## config.mk

```make
export PLATFORM = sky130hd
export DESIGN_NAME = axi_lite_regex_regfile
export DESIGN_NICKNAME = d
export VERILOG_FILES = /design/src/rtl/axi_lite_regex_regfile_pkg.sv /design/src/rtl/axi_lite_regex_regfile.sv
export SDC_FILE = /design/constraint.sdc
export NUM_CORES = 1
export LEC_CHECK = 0
export CAP_MARGIN = 10
export CORE_MARGIN = 1
export CORE_UTILIZATION = 54
export DETAILED_ROUTE_END_ITERATION = 6
export GPL_TIMING_DRIVEN = 1
export HOLD_SLACK_MARGIN = 0.08
export PLACE_DENSITY = 0.91
export SLEW_MARGIN = 10
export SYNTH_ARGS = -nofsm -noshare
export SYNTH_HDL_FRONTEND = slang
export SYNTH_SLANG_ARGS = --single-unit
```

## constraint.sdc

```tcl
create_clock -name clk -period 4.49 [get_ports clk]
set_input_delay 0.449 -clock clk [delete_from_list [all_inputs] [get_ports clk]]
set_output_delay 0.449 -clock clk [all_outputs]
set_load 0.02 [all_outputs]
```

## src/rtl/axi_lite_regex_regfile_pkg.sv

```systemverilog
// Shared constants and helpers for the regex coprocessor host register bank.
package axi_lite_regex_regfile_pkg;

   localparam int REG_WIDTH  = 32;
   localparam int STRB_WIDTH = REG_WIDTH / 8;

   // Command codes understood by the downstream regex control block
   localparam logic [REG_WIDTH-1:0] CMD_NOP   = 32'd0;
   localparam logic [REG_WIDTH-1:0] CMD_START = 32'd1;
   localparam logic [REG_WIDTH-1:0] CMD_RESET = 32'd2;

   // Status codes reported back by the downstream regex control block
   localparam logic [REG_WIDTH-1:0] STATUS_IDLE    = 32'd0;
   localparam logic [REG_WIDTH-1:0] STATUS_RUNNING = 32'd1;
   localparam logic [REG_WIDTH-1:0] STATUS_ACCEPT  = 32'd2;
   localparam logic [REG_WIDTH-1:0] STATUS_ERROR   = 32'd3;

   // Register word indices (byte offset >> 2)
   localparam logic [2:0] REG_OFF_DATA_IN  = 3'd0;
   localparam logic [2:0] REG_OFF_ADDRESS  = 3'd1;
   localparam logic [2:0] REG_OFF_START_CC = 3'd2;
   localparam logic [2:0] REG_OFF_END_CC   = 3'd3;
   localparam logic [2:0] REG_OFF_CMD      = 3'd4;
   localparam logic [2:0] REG_OFF_STATUS   = 3'd5;
   localparam logic [2:0] REG_OFF_DATA_O   = 3'd6;

   localparam int NUM_RW_REGS = 5;

   localparam logic [1:0] AXI_RESP_OKAY   = 2'b00;
   localparam logic [1:0] AXI_RESP_SLVERR = 2'b10;

   // Keep each old byte unless its strobe selects the new byte
   function automatic logic [REG_WIDTH-1:0] byte_merge(
      input logic [REG_WIDTH-1:0]  old_val,
      input logic [REG_WIDTH-1:0]  new_val,
      input logic [STRB_WIDTH-1:0] strb
   );
      logic [REG_WIDTH-1:0] merged;
      merged = old_val;
      for (int i = 0; i < STRB_WIDTH; i++) begin
         if (strb[i]) merged[i*8 +: 8] = new_val[i*8 +: 8];
      end
      return merged;
   endfunction

endpackage

```

## src/rtl/axi_lite_regex_regfile.sv

```systemverilog
// AXI4-Lite slave register bank feeding the regex coprocessor control block.
// One-entry AW and W holding buffers, one outstanding write response and
// one outstanding read; all AXI outputs except the readies come from flops.
module axi_lite_regex_regfile
   import axi_lite_regex_regfile_pkg::*;
#(
   parameter int AXI_ADDR_WIDTH = 5
) (
   input  logic                      clk,
   input  logic                      rst,
   input  logic [AXI_ADDR_WIDTH-1:0] s_axi_awaddr,
   input  logic                      s_axi_awvalid,
   output logic                      s_axi_awready,
   input  logic [REG_WIDTH-1:0]      s_axi_wdata,
   input  logic [STRB_WIDTH-1:0]     s_axi_wstrb,
   input  logic                      s_axi_wvalid,
   output logic                      s_axi_wready,
   output logic [1:0]                s_axi_bresp,
   output logic                      s_axi_bvalid,
   input  logic                      s_axi_bready,
   input  logic [AXI_ADDR_WIDTH-1:0] s_axi_araddr,
   input  logic                      s_axi_arvalid,
   output logic                      s_axi_arready,
   output logic [REG_WIDTH-1:0]      s_axi_rdata,
   output logic [1:0]                s_axi_rresp,
   output logic                      s_axi_rvalid,
   input  logic                      s_axi_rready,
   output logic [REG_WIDTH-1:0]      data_in_register,
   output logic [REG_WIDTH-1:0]      address_register,
   output logic [REG_WIDTH-1:0]      start_cc_pointer_register,
   output logic [REG_WIDTH-1:0]      end_cc_pointer_register,
   output logic [REG_WIDTH-1:0]      cmd_register,
   input  logic [REG_WIDTH-1:0]      status_register,
   input  logic [REG_WIDTH-1:0]      data_o_register
);

   logic                  aw_full_q, aw_full_d;
   logic [2:0]            aw_idx_q, aw_idx_d;
   logic                  w_full_q, w_full_d;
   logic [REG_WIDTH-1:0]  w_data_q, w_data_d;
   logic [STRB_WIDTH-1:0] w_strb_q, w_strb_d;
   logic                  bvalid_q, bvalid_d;
   logic [1:0]            bresp_q, bresp_d;
   logic                  rvalid_q, rvalid_d;
   logic [REG_WIDTH-1:0]  rdata_q, rdata_d;
   logic [1:0]            rresp_q, rresp_d;
   logic [REG_WIDTH-1:0]  regs_q [NUM_RW_REGS];
   logic [REG_WIDTH-1:0]  regs_d [NUM_RW_REGS];

   logic aw_hs, w_hs, ar_hs, commit;
   logic [2:0] ar_idx;

   // Only word-select bits [4:2] are decoded; the rest are deliberately ignored
   logic unused_addr_bits;
   assign unused_addr_bits = ^{s_axi_awaddr, s_axi_araddr};

   assign s_axi_awready = !aw_full_q;
   assign s_axi_wready  = !w_full_q;
   assign s_axi_arready = !rvalid_q;

   assign aw_hs  = s_axi_awvalid && !aw_full_q;
   assign w_hs   = s_axi_wvalid && !w_full_q;
   assign ar_hs  = s_axi_arvalid && !rvalid_q;
   assign ar_idx = s_axi_araddr[4:2];
   // A pending response blocks the next commit, bready cycle included
   assign commit = aw_full_q && w_full_q && !bvalid_q;

   // Write path: buffer AW/W independently, commit when both are held
   always_comb begin
      aw_full_d = aw_full_q;
      aw_idx_d  = aw_idx_q;
      w_full_d  = w_full_q;
      w_data_d  = w_data_q;
      w_strb_d  = w_strb_q;
      bvalid_d  = bvalid_q;
      bresp_d   = bresp_q;
      regs_d    = regs_q;

      if (commit) begin
         aw_full_d = 1'b0;
         w_full_d  = 1'b0;
         bvalid_d  = 1'b1;
         if (aw_idx_q <= REG_OFF_CMD) begin
            regs_d[aw_idx_q] = byte_merge(regs_q[aw_idx_q], w_data_q, w_strb_q);
            bresp_d          = AXI_RESP_OKAY;
         end else begin
            bresp_d = AXI_RESP_SLVERR;
         end
      end else if (bvalid_q && s_axi_bready) begin
         bvalid_d = 1'b0;
      end

      if (aw_hs) begin
         aw_full_d = 1'b1;
         aw_idx_d  = s_axi_awaddr[4:2];
      end
      if (w_hs) begin
         w_full_d = 1'b1;
         w_data_d = s_axi_wdata;
         w_strb_d = s_axi_wstrb;
      end
   end

   // Read path: capture pre-commit register contents at the AR handshake
   always_comb begin
      rvalid_d = rvalid_q;
      rdata_d  = rdata_q;
      rresp_d  = rresp_q;

      if (ar_hs) begin
         rvalid_d = 1'b1;
         rresp_d  = AXI_RESP_OKAY;
         case (ar_idx)
            REG_OFF_DATA_IN:  rdata_d = regs_q[REG_OFF_DATA_IN];
            REG_OFF_ADDRESS:  rdata_d = regs_q[REG_OFF_ADDRESS];
            REG_OFF_START_CC: rdata_d = regs_q[REG_OFF_START_CC];
            REG_OFF_END_CC:   rdata_d = regs_q[REG_OFF_END_CC];
            REG_OFF_CMD:      rdata_d = regs_q[REG_OFF_CMD];
            REG_OFF_STATUS:   rdata_d = status_register;
            REG_OFF_DATA_O:   rdata_d = data_o_register;
            default: begin
               rdata_d = '0;
               rresp_d = AXI_RESP_SLVERR;
            end
         endcase
      end else if (rvalid_q && s_axi_rready) begin
         rvalid_d = 1'b0;
      end
   end

   // State registers; reset drops buffered beats and pending responses
   always_ff @(posedge clk) begin
      if (rst) begin
         aw_full_q <= 1'b0;
         aw_idx_q  <= '0;
         w_full_q  <= 1'b0;
         w_data_q  <= '0;
         w_strb_q  <= '0;
         bvalid_q  <= 1'b0;
         bresp_q   <= AXI_RESP_OKAY;
         rvalid_q  <= 1'b0;
         rdata_q   <= '0;
         rresp_q   <= AXI_RESP_OKAY;
         for (int i = 0; i < NUM_RW_REGS; i++) regs_q[i] <= '0;
         regs_q[REG_OFF_CMD] <= CMD_NOP;
      end else begin
         aw_full_q <= aw_full_d;
         aw_idx_q  <= aw_idx_d;
         w_full_q  <= w_full_d;
         w_data_q  <= w_data_d;
         w_strb_q  <= w_strb_d;
         bvalid_q  <= bvalid_d;
         bresp_q   <= bresp_d;
         rvalid_q  <= rvalid_d;
         rdata_q   <= rdata_d;
         rresp_q   <= rresp_d;
         regs_q    <= regs_d;
      end
   end

   assign s_axi_bvalid = bvalid_q;
   assign s_axi_bresp  = bresp_q;
   assign s_axi_rvalid = rvalid_q;
   assign s_axi_rdata  = rdata_q;
   assign s_axi_rresp  = rresp_q;

   assign data_in_register          = regs_q[REG_OFF_DATA_IN];
   assign address_register          = regs_q[REG_OFF_ADDRESS];
   assign start_cc_pointer_register = regs_q[REG_OFF_START_CC];
   assign end_cc_pointer_register   = regs_q[REG_OFF_END_CC];
   assign cmd_register              = regs_q[REG_OFF_CMD];

endmodule

```

==> metrics.md <==
| Metric | Value |
|---|---|
| DP HPWL | `29700 um` |
| Post-synthesis compound-gate area fraction | `just over 20%` |
| Max-slew violations | `0` |
| Post-Syn Area | `approximately 13000 um^2` |
| Top post-synthesis cells by area | `dfxtp_1, nand3b_1, mux2i_1` |
| Placed cells | `2019` |
| Hold Vio Cnt, Final | `0` |
| Clk_lat worst skew | `between 500 and 600 ps` |
| Initial antenna violation count | `3` |
| Iter 0 DRT Violations | `between 1.5k and 2k` |
| Hold Path Class | `in2reg` |
| Final setup viols | `0` |
| Synth top area share | `37.8%` |
| Most frequent cells after synthesis | `dfxtp_1, nand2_1, nor2_1` |
| Crit Path Max Fanout | `36` |
| Site Rows | `55` |
| Switching share of power | `between 20% and 30%` |
| Synth Instances | `1548` |
| Area grow syn2layout | `30.9%` |
| Initial core utilization | `a little under three fifths` |
| Clock period minus worst slack | `2730 ps` |
| Routed Wire Length | `about 46000 um` |
| Worst rel slew slack | `14.6%` |
| Max cap viols | `0` |
| CTS-repair resized insts | `0` |
| Clock power frac | `between 40% and 50%` |
| GPL Wtd Cong | `0.911` |
| Die ar. | `23900 um^2` |
| DRT antenna net count | `0` |
| Gate power share | `roughly an eighth` |
| Mux contribution to synthesized area | `11.6%` |
| Netlist cell types | `54` |
| Finished Core Util | `72.4%` |
| Multi-input logic area | `7000 um^2` |
| Final worst path period share | `between 60% and 70%` |
| IO buf count | `311` |
| Tightest Pin Transition | `between 1000 and 1500 ps` |
| Final setup TNS | `0 ps` |
| Worst Path Required | `4880 ps` |
| Simple-gate area share of the yosys netlist | `23.3%` |
| Max Clock Freq | `366 MHz` |
| Largest family of logic cells by synthesized area | `simple AND/OR/NAND/NOR gates` |
| H-Tree Depth | `1` |
| Vias per inst | `around 6.4` |
| Layout cell share with drive strength beyond 1 | `7.37%` |
| Clock skew | `14.3 ps` |
| Xor and xnor area share after synthesis | `0%` |
| Ys flop type | `dfxtp_1` |
| Synthesis Warnings | `0` |
| Pint | `3.80 mW` |
| First-pass GRT wire length | `roughly 70000 um` |
| DRT Pass-1 Iters | `7` |
| Wire per inst | `22.4 um` |
| Worst-path clk slew | `60 ps` |
| RSZ-0062 raised after global routing | `no` |
| Die Y | `154 um` |
| Power Density | `just over 300 nW/um^2` |
| Switch Pwr | `1.28 mW` |
| Net count reported at finish | `1879` |
| Critical Path Source Type | `flip-flop` |
| Largest net degree at the start of global routing | `approximately 140` |
| Critical path class | `reg2reg` |
| Synthesized area per cell | `about 8 um^2` |
| Clock Path Buffers | `3` |
| Hold buffer count at CTS | `0` |
| Post-Layout Cell Count | `2064` |
| Vias post-DR | `approximately 13k` |
| Crit end category | `flip-flop` |
| Total track usage | `between 30% and 40%` |
| IO Pins | `318` |
| Leakage | `5.51 nW` |
| Die W | `154 um` |
| Post-route design area | `16400 um^2` |
| Reg area | `4750 um^2` |
| # clock sinks | `237` |
| Seq pwr share | `43.5%` |
| CTS tree | `built` |
| CTS buffer count | `26` |
| Register area share after synthesis | `a little under two fifths` |
| Root buf cell | `clkbuf_16` |
| Remaining DRCs | `0` |
| Arrival @ worst endpoint | `3120 ps` |
| VDD IR-drop max | `0.310 mV` |
| Outcome | `completed` |
| Asr flop ratio synth | `0%` |
| Setup Fix Bufs, Post-CTS | `0` |
| Number of synthesized flops with an enable pin | `0` |
| Grt total ovfl | `0` |
| Number of synthesized register bits | `237` |
| Core box area | `22700 um^2` |
| Vias in the first global route | `approximately 12k` |
| Adder-cell share of the synthesized area | `0%` |
| Placed inst area | `15500 um^2` |
| Dominant cell type by area after synthesis | `dfxtp_1` |
| Leading cell type by number of instances after synthesis | `dfxtp_1` |
| Fillcell total | `about 1.7k` |
-- worst max-delay path, cell delays in order (launching register included) --
cell and delay, ps:
dfxtp_1 410, inv_2 690, nand3_2 980, nand3b_1 380, o21ai_0 130
-- final cells by class --
class	instances	share of cell area [%]
multi-input combinational	1121	42.6
sequential	237	28.9
timing repair buffer	331	19.8
clock buffer	39	4.87
tap	285	2.17
inverter	45	1.03
clock inverter	5	0.609
antenna	1	0.0152
-- per-stage QoR --
step / setup WS (ps) / total power, mW / hold WS [ps]
after floorplan: 2660 / 2.60 / 436
after global placement: 1750 / 2.84 / 436
after detailed placement: 1700 / 2.85 / 451
after CTS: 1820 / 5.06 / 457
after global routing: 1600 / 5.20 / 466
final: 1760 / 5.08 / 460
-- worst paths after layout --
kind                 from                    to  slack [ps]  cells past startpoint
min                   rst        s_axi_rresp[1]         460                      2
max           aw_idx_q[1]  address_register[28]        1760                      4
max reg2reg   aw_idx_q[1]  address_register[28]        1760                      4
min reg2reg  w_data_q[30]          w_data_q[30]         460                      2
-- registers in the layout, indices dropped and copies added (netlist names) --
register and flops:
data_in_register 32, s_axi_rdata 32, w_strb_q 4, aw_idx_q 3
aw_full_q 1, w_data_q 32, cmd_register 32, address_register 32
s_axi_rresp 1, w_full_q 1, end_cc_pointer_register 32, s_axi_bvalid 1
start_cc_pointer_register 32, s_axi_rvalid 1, s_axi_bresp 1
-- cells in the final DEF (no fill, tap or decap), types with 4 or more instances in the layout --
master / instances
o21ai_1: 21
a21oi_1: 77
mux4_2: 9
inv_1: 44
nor3_1: 47
dfxtp_1: 235
a21o_1: 8
clkdlybuf4s50_1: 307
a32oi_1: 14
a32o_1: 6
nand2b_1: 7
a22oi_1: 24
a211oi_1: 29
mux2_2: 32
clkbuf_8: 8
or2_0: 4
o221ai_1: 8
nor2b_1: 8
a22o_1: 16
clkbuf_1: 4
nand3b_1: 137
mux2i_1: 89
o211ai_1: 21
o31ai_1: 30
o21ai_0: 131
clkbuf_16: 27
nand2_1: 214
nor2_1: 138
buf_4: 22
and3_1: 4
-- per-layer routing --
metal	GRT usage, %	wire length [um]
met4	20.1	2450
met3	7.48	5420
met5	0	0
met1	49.0	17900
met2	57.4	20300
-- logic make-up after synthesis --
logic type | Yosys count
compound gates | 404
buf+inv | 191
flops | 237
mux | 130
other cells | 1
simple gates | 585
-- power by group through the flow --
stage          clock network, mW  registers (mW)  logic, mW
4_1_cts                     2.25            2.21      0.603
5_1_grt                     2.33            2.22      0.652
3_3_place_gp                   0            2.25      0.588
6_report                    2.25            2.21      0.618
3_5_place_dp                   0            2.25      0.597
2_1_floorplan                  0            2.24      0.362
Note: power is estimated with default switching activity, not from simulation.
